File: config.mk
export PLATFORM = sky130hd
export DESIGN_NAME = spi_rdid_slave
export DESIGN_NICKNAME = d
export VERILOG_FILES = /design/src/rtl/spi_rdid_slave.sv
export SDC_FILE = /design/constraint.sdc
export NUM_CORES = 1
export LEC_CHECK = 0
export CORE_ASPECT_RATIO = 0.9
export CORE_MARGIN = 10
export CORE_UTILIZATION = 25
export CTS_CLUSTER_SIZE = 25
export DETAILED_ROUTE_END_ITERATION = 10
export PLACE_DENSITY_LB_ADDON = 0.1
export SYNTH_ARGS = -nofsm -noshare
export SYNTH_HDL_FRONTEND = slang
export SYNTH_SLANG_ARGS = --single-unit
export TNS_END_PERCENT = 20
File: constraint.sdc
create_clock -name clk -period 5.75 [get_ports clk]
set_input_delay 0.575 -clock clk [delete_from_list [all_inputs] [get_ports clk]]
set_output_delay 0.575 -clock clk [all_outputs]
set_load 0.02 [all_outputs]
File: src/rtl/spi_rdid_slave.sv
// spi_rdid_slave: SPI mode-0 flash-side responder that answers RDID (0x9F) with a 3-byte JEDEC ID.
//   clk, reset (async, active-high); sclk, cs_n, mosi are asynchronous SPI pins, oversampled in clk.
//   miso/miso_oe drive the pad; cmd_strobe/cmd_byte report opcodes; resp_done marks the end of the response;
//   busy tracks synchronized chip select. Define SPI_RDID_SLAVE_RDSR_EN to also answer RDSR (0x05).
module spi_rdid_slave #(
  parameter logic [7:0] MFG_ID     = 8'h20,
  parameter logic [7:0] MEM_TYPE   = 8'h20,
  parameter logic [7:0] MEM_CAP    = 8'h15,
  parameter logic [7:0] STATUS_VAL = 8'h00
) (
  input  logic       clk,
  input  logic       reset,
  input  logic       sclk,
  input  logic       cs_n,
  input  logic       mosi,
  output logic       miso,
  output logic       miso_oe,
  output logic       cmd_strobe,
  output logic [7:0] cmd_byte,
  output logic       resp_done,
  output logic       busy
);
`ifdef SPI_RDID_SLAVE_RDSR_EN
  localparam bit RDSR_EN = 1'b1;
`else
  localparam bit RDSR_EN = 1'b0;
`endif
  typedef enum logic [1:0] {IDLE, CMD, RESP, IGNORE} state_t;
  state_t state, state_nx;
  logic sclk_m, sclk_s, sclk_d, cs_m, cs_s, mosi_m, mosi_s;
  logic rise, fall, is_rdid, is_rdsr, rdsr, rdsr_nx;
  logic [4:0] cnt, cnt_nx;
  logic [6:0] csr, csr_nx;
  logic [7:0] op, byte_nx;
  logic [23:0] sh, sh_nx;
  logic miso_nx, oe_nx, strobe_nx, done_nx;
  assign rise = sclk_s & ~sclk_d;
  assign fall = ~sclk_s & sclk_d;
  assign op = {csr, mosi_s};
  assign is_rdid = op == 8'h9F;
  assign is_rdsr = RDSR_EN && op == 8'h05;
  assign busy = ~cs_s;
  always_ff @(posedge clk or posedge reset)
    if (reset) begin
      {sclk_m, sclk_s, sclk_d, mosi_m, mosi_s} <= '0;
      {cs_m, cs_s} <= 2'b11;
      state <= IDLE;
      cnt <= '0;
      csr <= '0;
      sh <= '0;
      rdsr <= 1'b0;
      miso <= 1'b0;
      miso_oe <= 1'b0;
      cmd_strobe <= 1'b0;
      cmd_byte <= '0;
      resp_done <= 1'b0;
    end else begin
      {sclk_m, sclk_s, sclk_d} <= {sclk, sclk_m, sclk_s};
      {cs_m, cs_s} <= {cs_n, cs_m};
      {mosi_m, mosi_s} <= {mosi, mosi_m};
      state <= state_nx;
      cnt <= cnt_nx;
      csr <= csr_nx;
      sh <= sh_nx;
      rdsr <= rdsr_nx;
      miso <= miso_nx;
      miso_oe <= oe_nx;
      cmd_strobe <= strobe_nx;
      cmd_byte <= byte_nx;
      resp_done <= done_nx;
    end
  // Chip-select release is checked first so it overrides any sclk edge seen in the same clk.
  always_comb begin
    state_nx = state;
    cnt_nx = cnt;
    csr_nx = csr;
    sh_nx = sh;
    rdsr_nx = rdsr;
    miso_nx = miso;
    oe_nx = miso_oe;
    strobe_nx = 1'b0;
    byte_nx = cmd_byte;
    done_nx = 1'b0;
    if (cs_s) begin
      state_nx = IDLE;
      cnt_nx = '0;
      csr_nx = '0;
      rdsr_nx = 1'b0;
      miso_nx = 1'b0;
      oe_nx = 1'b0;
    end else
      case (state)
        IDLE: begin
          state_nx = CMD;
          cnt_nx = '0;
        end
        CMD: if (rise) begin
          csr_nx = op[6:0];
          cnt_nx = cnt + 5'd1;
          if (cnt == 5'd7) begin
            byte_nx = op;
            strobe_nx = 1'b1;
            cnt_nx = '0;
            state_nx = (is_rdid || is_rdsr) ? RESP : IGNORE;
            oe_nx = is_rdid || is_rdsr;
            rdsr_nx = is_rdsr;
            sh_nx = is_rdsr ? {STATUS_VAL, 16'h0} : {MFG_ID, MEM_TYPE, MEM_CAP};
          end
        end
        RESP: begin
          // RDSR rotates the status byte so it repeats; RDID drains to zeros after 24 bits.
          if (fall) begin
            miso_nx = sh[23];
            sh_nx = rdsr ? {sh[22:16], sh[23], 16'h0} : {sh[22:0], 1'b0};
          end
          if (rise && cnt != 5'd24) begin
            cnt_nx = cnt + 5'd1;
            done_nx = cnt == (rdsr ? 5'd7 : 5'd23);
          end
        end
        default: begin
          miso_nx = 1'b0;
          oe_nx = 1'b0;
        end
      endcase
  end
endmodule

**Word-level counts from Yosys, hierarchy flattened**

Index checks and enable logic that the tools add are counted.
W data, S select, Z words.

- Register bits after elaboration: 58
- Output and inout port bits: 13

- $add $sub $neg: 1
- Multiplexer cells: 37
- Equal/unequal tests: 15
- Reduce and logical (&&, ||, !) cells: 18
- Bitwise logic cells: 5

Operators by type and width:

| cell | number |
|---|---|
| $mux W24 | 3 |
| $pmux W24 S2 | 1 |
| $mux W5 | 5 |
| $mux W7 | 3 |
| $mux W1 | 17 |
| $mux W17 | 1 |
| $pmux W5 S3 | 1 |
| $ne A3 B3 Y1 const B | 4 |
| $reduce_and A3 Y1 | 4 |
| $eq A8 B8 Y1 const B | 1 |
| $reduce_bool A2 Y1 | 4 |
| $mux W2 | 3 |
| $ne A2 B2 Y1 const B | 3 |
| $add A5 B1 Y5 const B | 1 |
| $eq A5 B3 Y1 const B | 1 |
| $eq A5 B5 Y1 | 1 |
| $ne A5 B5 Y1 const B | 1 |
| $reduce_and A5 Y1 | 1 |
| $ne A2 B1 Y1 const B | 2 |
| $pmux W1 S2 | 2 |
| $pmux W2 S2 | 1 |
| $reduce_and A2 Y1 | 2 |
| $reduce_and A4 Y1 | 1 |
| $reduce_bool A4 Y1 | 1 |
| other kinds (8) | 12 |

**Longest topological paths before layout**

Gate-level depths: netlist (run 1).

- Depth after elaboration: 6
- Depth in mapped cells: 9
- Depth with buffers taken out: 6

**Worst setup path before layout (run 1)**

Ideal clock, no wire load.

- Path kind: register to register
- From: reg state[1]
- To: reg cmd_byte[2]
- Cell stages (with the launch flop): 8
- Setup time: 0.128 ns
- Data required time: 5.622 ns
- Setup slack: 3.836 ns
- Arrival: 1.787 ns
- Cells stage by stage: dfrtp_1 inv_1 ha_1 nand3b_1 buf_4 or3_1 buf_6 mux2_1

- Word-level cells in the longest chain between the ends: 2

RTL lines:

| what | line | text |
|---|---|---|
| start: declaration | 29 | `state_t state, state_nx;` |
| start signal: assignment | 61 | `state <= state_nx;` |
| $eq A2 B1 Y1 | 92 | `case (state)` |
| $reduce_and A4 Y1 (no source line) | - |  |
| end signal: assignment | 69 | `cmd_byte <= byte_nx;` |
| end: declaration | 19 | `output logic [7:0] cmd_byte,` |

Every way passes these cells.
A chain may end at the register's enable or synchronous reset.

**Final worst setup path (run 1)**

- From: reg state[1]
- To: reg sh[18]

- Word-level cells in the longest chain between the ends: 3
- Elaborated cells on any way between the ends: 8

RTL lines:

| what | line | text |
|---|---|---|
| $eq A2 B1 Y1 or $eq A2 B2 Y1 (tied branches) | 92 |  |
| $ne A2 B2 Y1 (no source line) or $reduce_bool A2 Y1 (tied branches) | - |  |
| $reduce_and A5 Y1 (no source line) | - |  |
| end signal: assignment | 64 | `sh <= sh_nx;` |
| end: declaration | 35 | `logic [23:0] sh, sh_nx;` |

Several ways; a longest one is shown, not always the timed one.

==> results.sh, run 1 <==
export IMPL_synth_fa_ha_area_share_pct=2.63
export IMPL_cts_root_buf="clkbuf_8"
export IMPL_grt_pass1_vias=1619
export IMPL_cap_violations=0
export IMPL_finalWorstSetupSlack_ns=3.14
export IMPL_avgViaCountPerCell=4.55
export IMPL_synth_compound_area_share_pct=15.9
export IMPL_vdd_drop_max_uv=113
export IMPL_num_io_pins=18
export IMPL_netlist_instances=194
export IMPL_synth_top_family_by_area="compound AO/OA/AOI/OAI gates"
export IMPL_clock_fmax_ghz=0.383
export IMPL_cp_end_kind="flop"
export IMPL_ant_nets=0
export IMPL_power_leakage_uw=0.00129
export IMPL_io_buffers=17
export IMPL_die_area_sq_um=13800
export IMPL_n_antenna_cell=0
export IMPL_synth_edf_count=0
export IMPL_ys_seq_area_share_pct=60.0
export IMPL_area_delta_synth_final_pct=18.7
export IMPL_totalWireLength_microns=4960
export IMPL_outcome="complete, no violations"
export IMPL_overflow=0
export IMPL_dp_final_hpwl_microns=3150
export IMPL_fin_util_pct=30.7
export IMPL_crit_required_ns=5.98
export IMPL_ys_types=43
export IMPL_drc=0
export IMPL_htreeDepth=3
export IMPL_antenna_found_initial=0
export IMPL_power_density_nw_per_um2=276
export IMPL_synth_seq_cells=57
export IMPL_ys_flop_type="dfrtp_1"
export IMPL_syn_avg_cell_area_sq_um=12.3
export IMPL_wl_per_cell_microns=14.6
export IMPL_die_h_microns=113
export IMPL_synth_warnings=0
export IMPL_fin_crit_ns=2.61
export IMPL_multi_input_area_sq_um=847
export IMPL_netlist_area_sq_um=2380
export IMPL_initial_core_util_pct=25.9
export IMPL_cts_tree="yes"
export IMPL_num_rows=33
export IMPL_mostFrequentLayoutCell="dfrtp_1"
export IMPL_hold_class="reg -> reg"
export IMPL_hold_viol=0
export IMPL_drv_slew=0
export IMPL_fin_crit_sh_pct=45.4
export IMPL_arrival_ns=2.84
export IMPL_path_max_fanout=19
export IMPL_grt_usage_pct=7.91
export IMPL_final_nets=224
export IMPL_fillCellCount=935
export IMPL_regArea_sq_um=1430
export IMPL_cts_sinks=57
export IMPL_postCtsSetupBuffers=0
export IMPL_synth_fp_nets=204
export IMPL_die_w_microns=123
export IMPL_async_reset_ff_share_pct=100
export IMPL_clkSlewWorstSetupHoldPaths_ns=0.07
export IMPL_final_setup_tns_ns=0
export IMPL_mostFrequentLayoutCells="55 x dfrtp_1, 19 x a22o_1, 17 x clkdlybuf4s50_1, 10 x inv_1, 10 x nor2_1"
export IMPL_rsz0062_at_grt="false"
export IMPL_first_pass_iters=5
export IMPL_worstSetupPathType="reg -> reg"
export IMPL_final_cells=341
export IMPL_timing_hold_ws_ns=0.366
export IMPL_clock_latency_ns=0.34
export IMPL_fin_skew_ns=0.00680
export IMPL_reg2reg_slack_ns=3.14
export IMPL_cts_resized_gates=0
export IMPL_cts_buffer_depth=2
export IMPL_pre_cts_slack_ns=3.13
export IMPL_coreArea_sq_um=9210
export IMPL_worst_pin_slew_ns=0.722
export IMPL_setup_viol=0
export IMPL_gp_congestion=0.770
export IMPL_hold_buffers=0
export IMPL_synth_simple_area_share_pct=11.2
export IMPL_dp_cells=325
export IMPL_grt_first_pass_wirelength_microns=8590
export IMPL_grt_start_max_net_pins=58
export IMPL_num_vias=1553
export IMPL_max_slew_margin_pct=51.9
export IMPL_synthMuxAreaShare_pct=5.83
export IMPL_final_layout_size_suffix_gt1_share_pct=12.8
export IMPL_start_kind="flop"
export IMPL_yosys_area_share_xor_xnor_pct=0
export IMPL_drt_initial_drc_count=85
export IMPL_cts_made_buffers=9
[cell type report]
class / instances / area share [%]
multi-input combinational: 117 / 30.0
clock inverter: 7 / 1.95
timing repair buffer: 18 / 6.29
inverter: 11 / 1.46
clock buffer: 9 / 4.38
sequential: 57 / 50.6
tap: 122 / 5.40
[report_power, final]
group	internal, uW	switching [uW]	leakage, uW	total, uW
registers	405	4.93	0.000776	410
clock network	159	180	0.0000862	340
logic	9.60	19.8	0.000428	29.4
total	574	205	0.00129	779
[critical path, cell delays in order (launching register included)]
cell and delay (ns):
dfrtp_1 0.42, inv_1 0.14, ha_1 0.31, nand3b_1 0.44, or3_1 0.51, a21o_1 0.40
a22o_1 0.28
[Yosys cell counts (3+ instances only)]
cell,number,share of area [%]
o21ai_0,8,1.7
nand2_1,8,1.3
buf_2,3,0.63
inv_1,11,1.7
buf_6,3,1.4
o22a_1,4,1.5
or3_1,3,0.79
mux2i_1,6,2.5
ha_1,5,2.6
a22o_1,19,7.0
mux2_2,6,2.8
nor2_1,10,1.6
dfrtp_1,55,58
nand3_1,9,1.9
a21oi_1,6,1.3
[through the flow]
step	instance area, sq um	power, uW
global route	2830	818
floorplan	2380	436
global placement	2650	449
CTS	2830	797
detailed placement	2650	448
finish	2830	779
[sequential cells by signal, summed over array words and instances, names as in the netlist, 2 cells and up]
register,cells
state,2
cmd_byte,8
cnt,5
csr,7
sh,24
[cell families after synthesis]
group | Yosys count
buffers and inverters | 20
adder cells (fa/ha/maj) | 5
AO/OA/AOI/OAI | 51
multiplexers | 13
AND/OR/NAND/NOR | 48
flip-flops | 57
[layer usage]
metal,routed length (microns),global-route usage [%],share of wire [%],vias to the layer above
li1,-,-,-,753
met1,2370,10.0,48,756
met4,63,3.77,1.3,0
met3,275,3.31,5.5,7
met5,0,0,0,-
met2,2250,11.3,45,37
[final timing paths]
kind	startpoint	endpoint	cells after the start
setup / recovery	state[1]$_DFFE_PP0P_	sh[18]$_DFFE_PP0P_	6
hold / removal	cs_m$_DFF_PP1_	cs_s$_DFF_PP1_	0
setup reg to reg	state[1]$_DFFE_PP0P_	sh[18]$_DFFE_PP0P_	6
hold reg to reg	cs_m$_DFF_PP1_	cs_s$_DFF_PP1_	0
max in group asynchronous	reset	cnt[4]$_DFFE_PP0P_	3
min in group asynchronous	reset	mosi_m$_DFF_PP0_	3
Power figures use the tool's default switching activity.
==> run 2, diff against run 1 <==
- clock period: 5.75 -> 2.4 ns (I/O delays scaled with it)
==> run 2 against run 1 <==
Effect of this change: first-iteration DRC count shrank 1.2%; sequential power grew 140%; global-route usage shrank 0.31 points; total power grew to 2.7 times the previous value; sequential share of layout area shrank 1.6 points; die area is the same; critical path depth is the same; clock skew grew 0.0047 ns; hold slack lost 0.14 ns; final area grew 3.2%; final cell count grew 0.88%; critical path type unchanged; highest routed layer unchanged.
==> results.sh, run 2 (synthesis gave the netlist of run 1 again) <==
export IMPL_wl_per_cell_microns=13.8
export IMPL_cts_buffer_depth=2
export IMPL_die_h_microns=113
export IMPL_grt_pass1_vias=1608
export IMPL_final_nets=227
export IMPL_totalWireLength_microns=4740
export IMPL_timing_hold_ws_ns=0.224
export IMPL_clock_power_share_pct=48.8
export IMPL_drt_initial_drc_count=84
export IMPL_path_max_fanout=19
export IMPL_power_density_nw_per_um2=708
export IMPL_hold_viol=0
export IMPL_postCtsSetupBuffers=0
export IMPL_rsz0062_at_grt="false"
export IMPL_htreeDepth=3
export IMPL_p_switching_uw=455
export IMPL_drc=0
export IMPL_pwr_share_seq_pct=47.5
export IMPL_swShare_pct=22.0
export IMPL_start_kind="flop"
export IMPL_num_rows=33
export IMPL_fin_crit_sh_pct=87.0
export IMPL_final_cells=344
export IMPL_clkSlewWorstSetupHoldPaths_ns=0.07
export IMPL_initial_core_util_pct=25.9
export IMPL_vdd_drop_max_uv=377
export IMPL_first_pass_iters=4
export IMPL_cp_end_kind="flop"
export IMPL_fin_util_pct=31.7
export IMPL_mostFrequentLayoutCell="dfrtp_1"
export IMPL_grt_start_max_net_pins=39
export IMPL_die_w_microns=123
export IMPL_cts_tree="yes"
export IMPL_outcome="complete, no violations"
export IMPL_hold_buffers=0
export IMPL_fin_skew_ns=0.0115
export IMPL_overflow=0
export IMPL_antenna_found_initial=0
export IMPL_num_vias=1558
export IMPL_n_antenna_cell=0
export IMPL_p_int_uw=1610
export IMPL_cap_violations=0
export IMPL_ant_nets=0
export IMPL_dp_final_hpwl_microns=3180
export IMPL_grt_first_pass_wirelength_microns=8300
export IMPL_max_slew_margin_pct=68.5
export IMPL_io_buffers=17
export IMPL_power_leakage_uw=0.00133
export IMPL_final_setup_tns_ns=0
export IMPL_worstSetupPathType="reg -> reg"
export IMPL_area_delta_synth_final_pct=22.5
export IMPL_clock_latency_ns=0.34
export IMPL_clock_fmax_ghz=0.479
export IMPL_dp_cells=328
export IMPL_cts_sinks=57
export IMPL_fin_crit_ns=2.09
export IMPL_drv_slew=0
export IMPL_arrival_ns=2.31
export IMPL_regMostFlops="sh"
export IMPL_num_io_pins=18
export IMPL_reg_top3="sh: 24 flops, cmd_byte: 8 flops, csr: 7 flops"
export IMPL_mostFrequentLayoutCells="55 x dfrtp_1, 19 x a22o_1, 17 x clkdlybuf4s50_1"
export IMPL_largest_register_ff_count=24
export IMPL_gp_congestion=0.761
export IMPL_coreArea_sq_um=9210
export IMPL_comb_power_share_pct=3.7
export IMPL_hold_class="in -> async"
export IMPL_die_area_sq_um=13800
export IMPL_setup_viol=0
export IMPL_crit_required_ns=2.62
export IMPL_cts_root_buf="clkbuf_8"
export IMPL_final_layout_size_suffix_gt1_share_pct=14.9
export IMPL_grt_usage_pct=7.60
export IMPL_worst_pin_slew_ns=0.473
export IMPL_avgViaCountPerCell=4.53
export IMPL_cts_made_buffers=9
-- run 2: through the flow --
stage	setup WS [ns]	cell area (sq um)	power [uW]
after floorplan	0.486	2380	1050
after global placement	0.277	2680	1080
after detailed placement	0.217	2680	1080
after CTS	0.218	2910	2110
after global routing	0.0225	2920	2160
final	0.312	2920	2070
-- run 2: path summary, 6_finish.rpt --
kind                                       from            endpoint  slack (ns)  cells after the start
min in group clk                           cs_n      cs_m$_DFF_PP1_        0.32                      1
hold reg to reg                mosi_m$_DFF_PP0_    mosi_s$_DFF_PP0_        0.35                      0
setup / recovery           state[1]$_DFFE_PP0P_  sh[20]$_DFFE_PP0P_        0.31                      6
setup reg to reg           state[1]$_DFFE_PP0P_  sh[20]$_DFFE_PP0P_        0.31                      6
max in group asynchronous                 reset      cs_s$_DFF_PP1_        1.56                      3
hold / removal                            reset  csr[3]$_DFFE_PP0P_        0.22                      2
-- run 2: cell type report --
| type | count | area, sq um |
|---|---|---|
| clock buffer | 10 | 138 |
| clock inverter | 6 | 91.3 |
| fill | 927 | 6290 |
| inverter | 11 | 41.3 |
| multi-input combinational | 117 | 852 |
| sequential | 57 | 1430 |
| tap | 122 | 153 |
| timing repair buffer | 21 | 213 |
-- run 2: critical path, stage by stage (launching register included) --
cell      delay [ns]
dfrtp_1         0.41
inv_1           0.13
ha_1            0.29
nand3b_1        0.18
or3_1           0.39
a21o_2          0.34
a22o_1          0.23
-- run 2: power by group through the flow --
stage	sequential (uW)	combinational (uW)	clock, uW
finish	981	75.9	1010
global route	982	87.9	1090
CTS	981	78.7	1050
detailed placement	999	78.8	0
global placement	1000	81.3	0
floorplan	993	52.2	0
-- run 2: layer usage --
layer	part of all wire, %	global-route usage [%]
met1	49	9.84
met2	44	10.4
met3	5.4	3.61
met4	1.7	3.38
met5	0	0
-- run 2: what timing repair did --
action | 4_1_cts | 5_1_grt
hold endpoints to repair | 0 | 0
resized for setup | 0 | 2
setup endpoints to repair | 0 | 23
==> run 3, diff against run 2 <==
- ABC_CLOCK_PERIOD_IN_PS: unset -> 2400
- DONT_BUFFER_PORTS: unset -> 1
- PLACE_DENSITY_LB_ADDON: 0.1 -> 0.15
==> run 3 against run 2 <==
Effect of this change: combinational power barely moved; total power about the same; worst setup slack worse by 0.023 ns; final cell count down 3.8%; fmax shrank 1.1%; final area fell by 4.7%; global-route usage about the same; routed wire length rose by 2.2%; utilization down 1.5 points; largest power group unchanged; highest routed layer unchanged.
==> results.sh, run 3 (synthesis gave the netlist of run 1 again) <==
export IMPL_fin_crit_sh_pct=88.0
export IMPL_io_buffers=0
export IMPL_path_max_fanout=11
export IMPL_rsz0062_at_grt="false"
export IMPL_pre_cts_slack_ns=0.191
export IMPL_grt_first_pass_wirelength_microns=8270
export IMPL_cts_tree="yes"
export IMPL_final_layout_size_suffix_gt1_share_pct=15.3
export IMPL_grt_start_max_net_pins=58
export IMPL_antenna_found_initial=0
export IMPL_num_vias=1557
export IMPL_power_density_nw_per_um2=743
export IMPL_die_h_microns=113
export IMPL_finalInstanceArea_sq_um=2780
export IMPL_mostFrequentLayoutCells="55 x dfrtp_1, 19 x a22o_1, 10 x inv_1, 10 x nor2_1"
export IMPL_vdd_drop_max_uv=241
export IMPL_crit_required_ns=2.62
export IMPL_hold_class="reg -> reg"
export IMPL_overflow=0
export IMPL_cts_sinks=57
export IMPL_dp_final_hpwl_microns=3150
export IMPL_reg_top3="sh: 24 flops, cmd_byte: 8 flops, csr: 7 flops"
export IMPL_worstSetupPathType="reg -> reg"
export IMPL_clkSlewWorstSetupHoldPaths_ns=0.07
export IMPL_largest_register_ff_count=24
export IMPL_cts_made_buffers=9
export IMPL_avgViaCountPerCell=4.70
export IMPL_outcome="complete, no violations"
export IMPL_worst_pin_slew_ns=0.509
export IMPL_cp_end_kind="flop"
export IMPL_die_area_sq_um=13800
export IMPL_drt_initial_drc_count=101
export IMPL_setup_viol=0
export IMPL_cts_buffer_depth=2
export IMPL_grt_pass1_vias=1628
export IMPL_ant_nets=0
export IMPL_clock_latency_ns=0.34
export IMPL_grt_usage_pct=7.61
export IMPL_first_pass_iters=4
export IMPL_final_setup_tns_ns=0
export IMPL_postCtsSetupBuffers=0
export IMPL_drv_slew=0
export IMPL_final_nets=214
export IMPL_wl_per_cell_microns=14.6
export IMPL_num_rows=33
export IMPL_fin_skew_ns=0.0108
export IMPL_die_w_microns=123
export IMPL_hold_viol=0
export IMPL_drc=0
export IMPL_max_slew_margin_pct=65.7
export IMPL_place_area_sq_um=2510
export IMPL_start_kind="flop"
export IMPL_totalWireLength_microns=4840
export IMPL_mostFrequentLayoutCell="dfrtp_1"
export IMPL_fin_crit_ns=2.11
export IMPL_power_leakage_uw=0.00129
export IMPL_htreeDepth=3
export IMPL_initial_core_util_pct=25.9
export IMPL_area_delta_synth_final_pct=16.8
export IMPL_num_io_pins=18
export IMPL_coreArea_sq_um=9210
export IMPL_gp_congestion=0.787
export IMPL_clock_fmax_ghz=0.474
export IMPL_cts_root_buf="clkbuf_8"
export IMPL_fin_util_pct=30.2
export IMPL_arrival_ns=2.33
export IMPL_finalWorstSetupSlack_ns=0.289
export IMPL_cap_violations=0
export IMPL_regMostFlops="sh"
export IMPL_n_antenna_cell=0
run 3: changes by cell type in the layout (fill, tap and decap cells not counted), sizes merged:
cell,before,now
dlygate4sd3,0,4
clkbuf,10,9
clkinvlp,3,1
clkdlybuf4s50,17,0
clkinv,1,3
inv,11,12
run 3: layout make-up:
cell class,count,area [sq um]
clock inverter,7,103
clock buffer,9,124
fill,952,6430
sequential,57,1430
multi-input combinational,117,848
tap,122,153
timing repair buffer,8,82.6
inverter,11,41.3
run 3: final timing paths:
| path | from | to | slack (ns) | cells past startpoint |
|---|---|---|---|---|
| max in group asynchronous | reset | cs_s$_DFF_PP1_ | 1.69 | 3 |
| min in group asynchronous | reset | mosi_m$_DFF_PP0_ | 0.41 | 3 |
| hold reg to reg | mosi_m$_DFF_PP0_ | mosi_s$_DFF_PP0_ | 0.35 | 0 |
| hold / removal | mosi_m$_DFF_PP0_ | mosi_s$_DFF_PP0_ | 0.35 | 0 |
| setup / recovery | state[1]$_DFFE_PP0P_ | cmd_byte[2]$_DFFE_PP0P_ | 0.29 | 5 |
| setup reg to reg | state[1]$_DFFE_PP0P_ | cmd_byte[2]$_DFFE_PP0P_ | 0.29 | 5 |
run 3: critical path: stages (launching register included):
cell	delay (ns)
dfrtp_1	0.41
inv_1	0.13
ha_1	0.30
nand3b_1	0.20
or3_1	0.56
mux2_1	0.39
run 3: metal layers:
layer / GRT usage, % / wire [microns]
met2: 10.1 / 2010
met3: 3.21 / 330
met4: 4.16 / 85
met5: 0 / 0
met1: 10.1 / 2410
run 3: where the power goes:
group / internal (uW) / switching [uW]
Combinational: 24.4 / 51.8
Clock: 592 / 418
Sequential: 970 / 8.49
Total: 1590 / 478
run 3: per-stage QoR:
stage	total power [uW]	hold WS, ns	instances
after floorplan	1050	0.244	194
after global placement	1070	0.211	311
after detailed placement	1070	0.213	311
after CTS	2110	0.356	331
after global routing	2160	0.364	331
final	2070	0.351	331
run 3: what timing repair did:
item	4_1_cts	5_1_grt
hold buffers	4	0
endpoints found under the setup margin	0	19
hold endpoints to repair	58	0
resized for setup	0	1
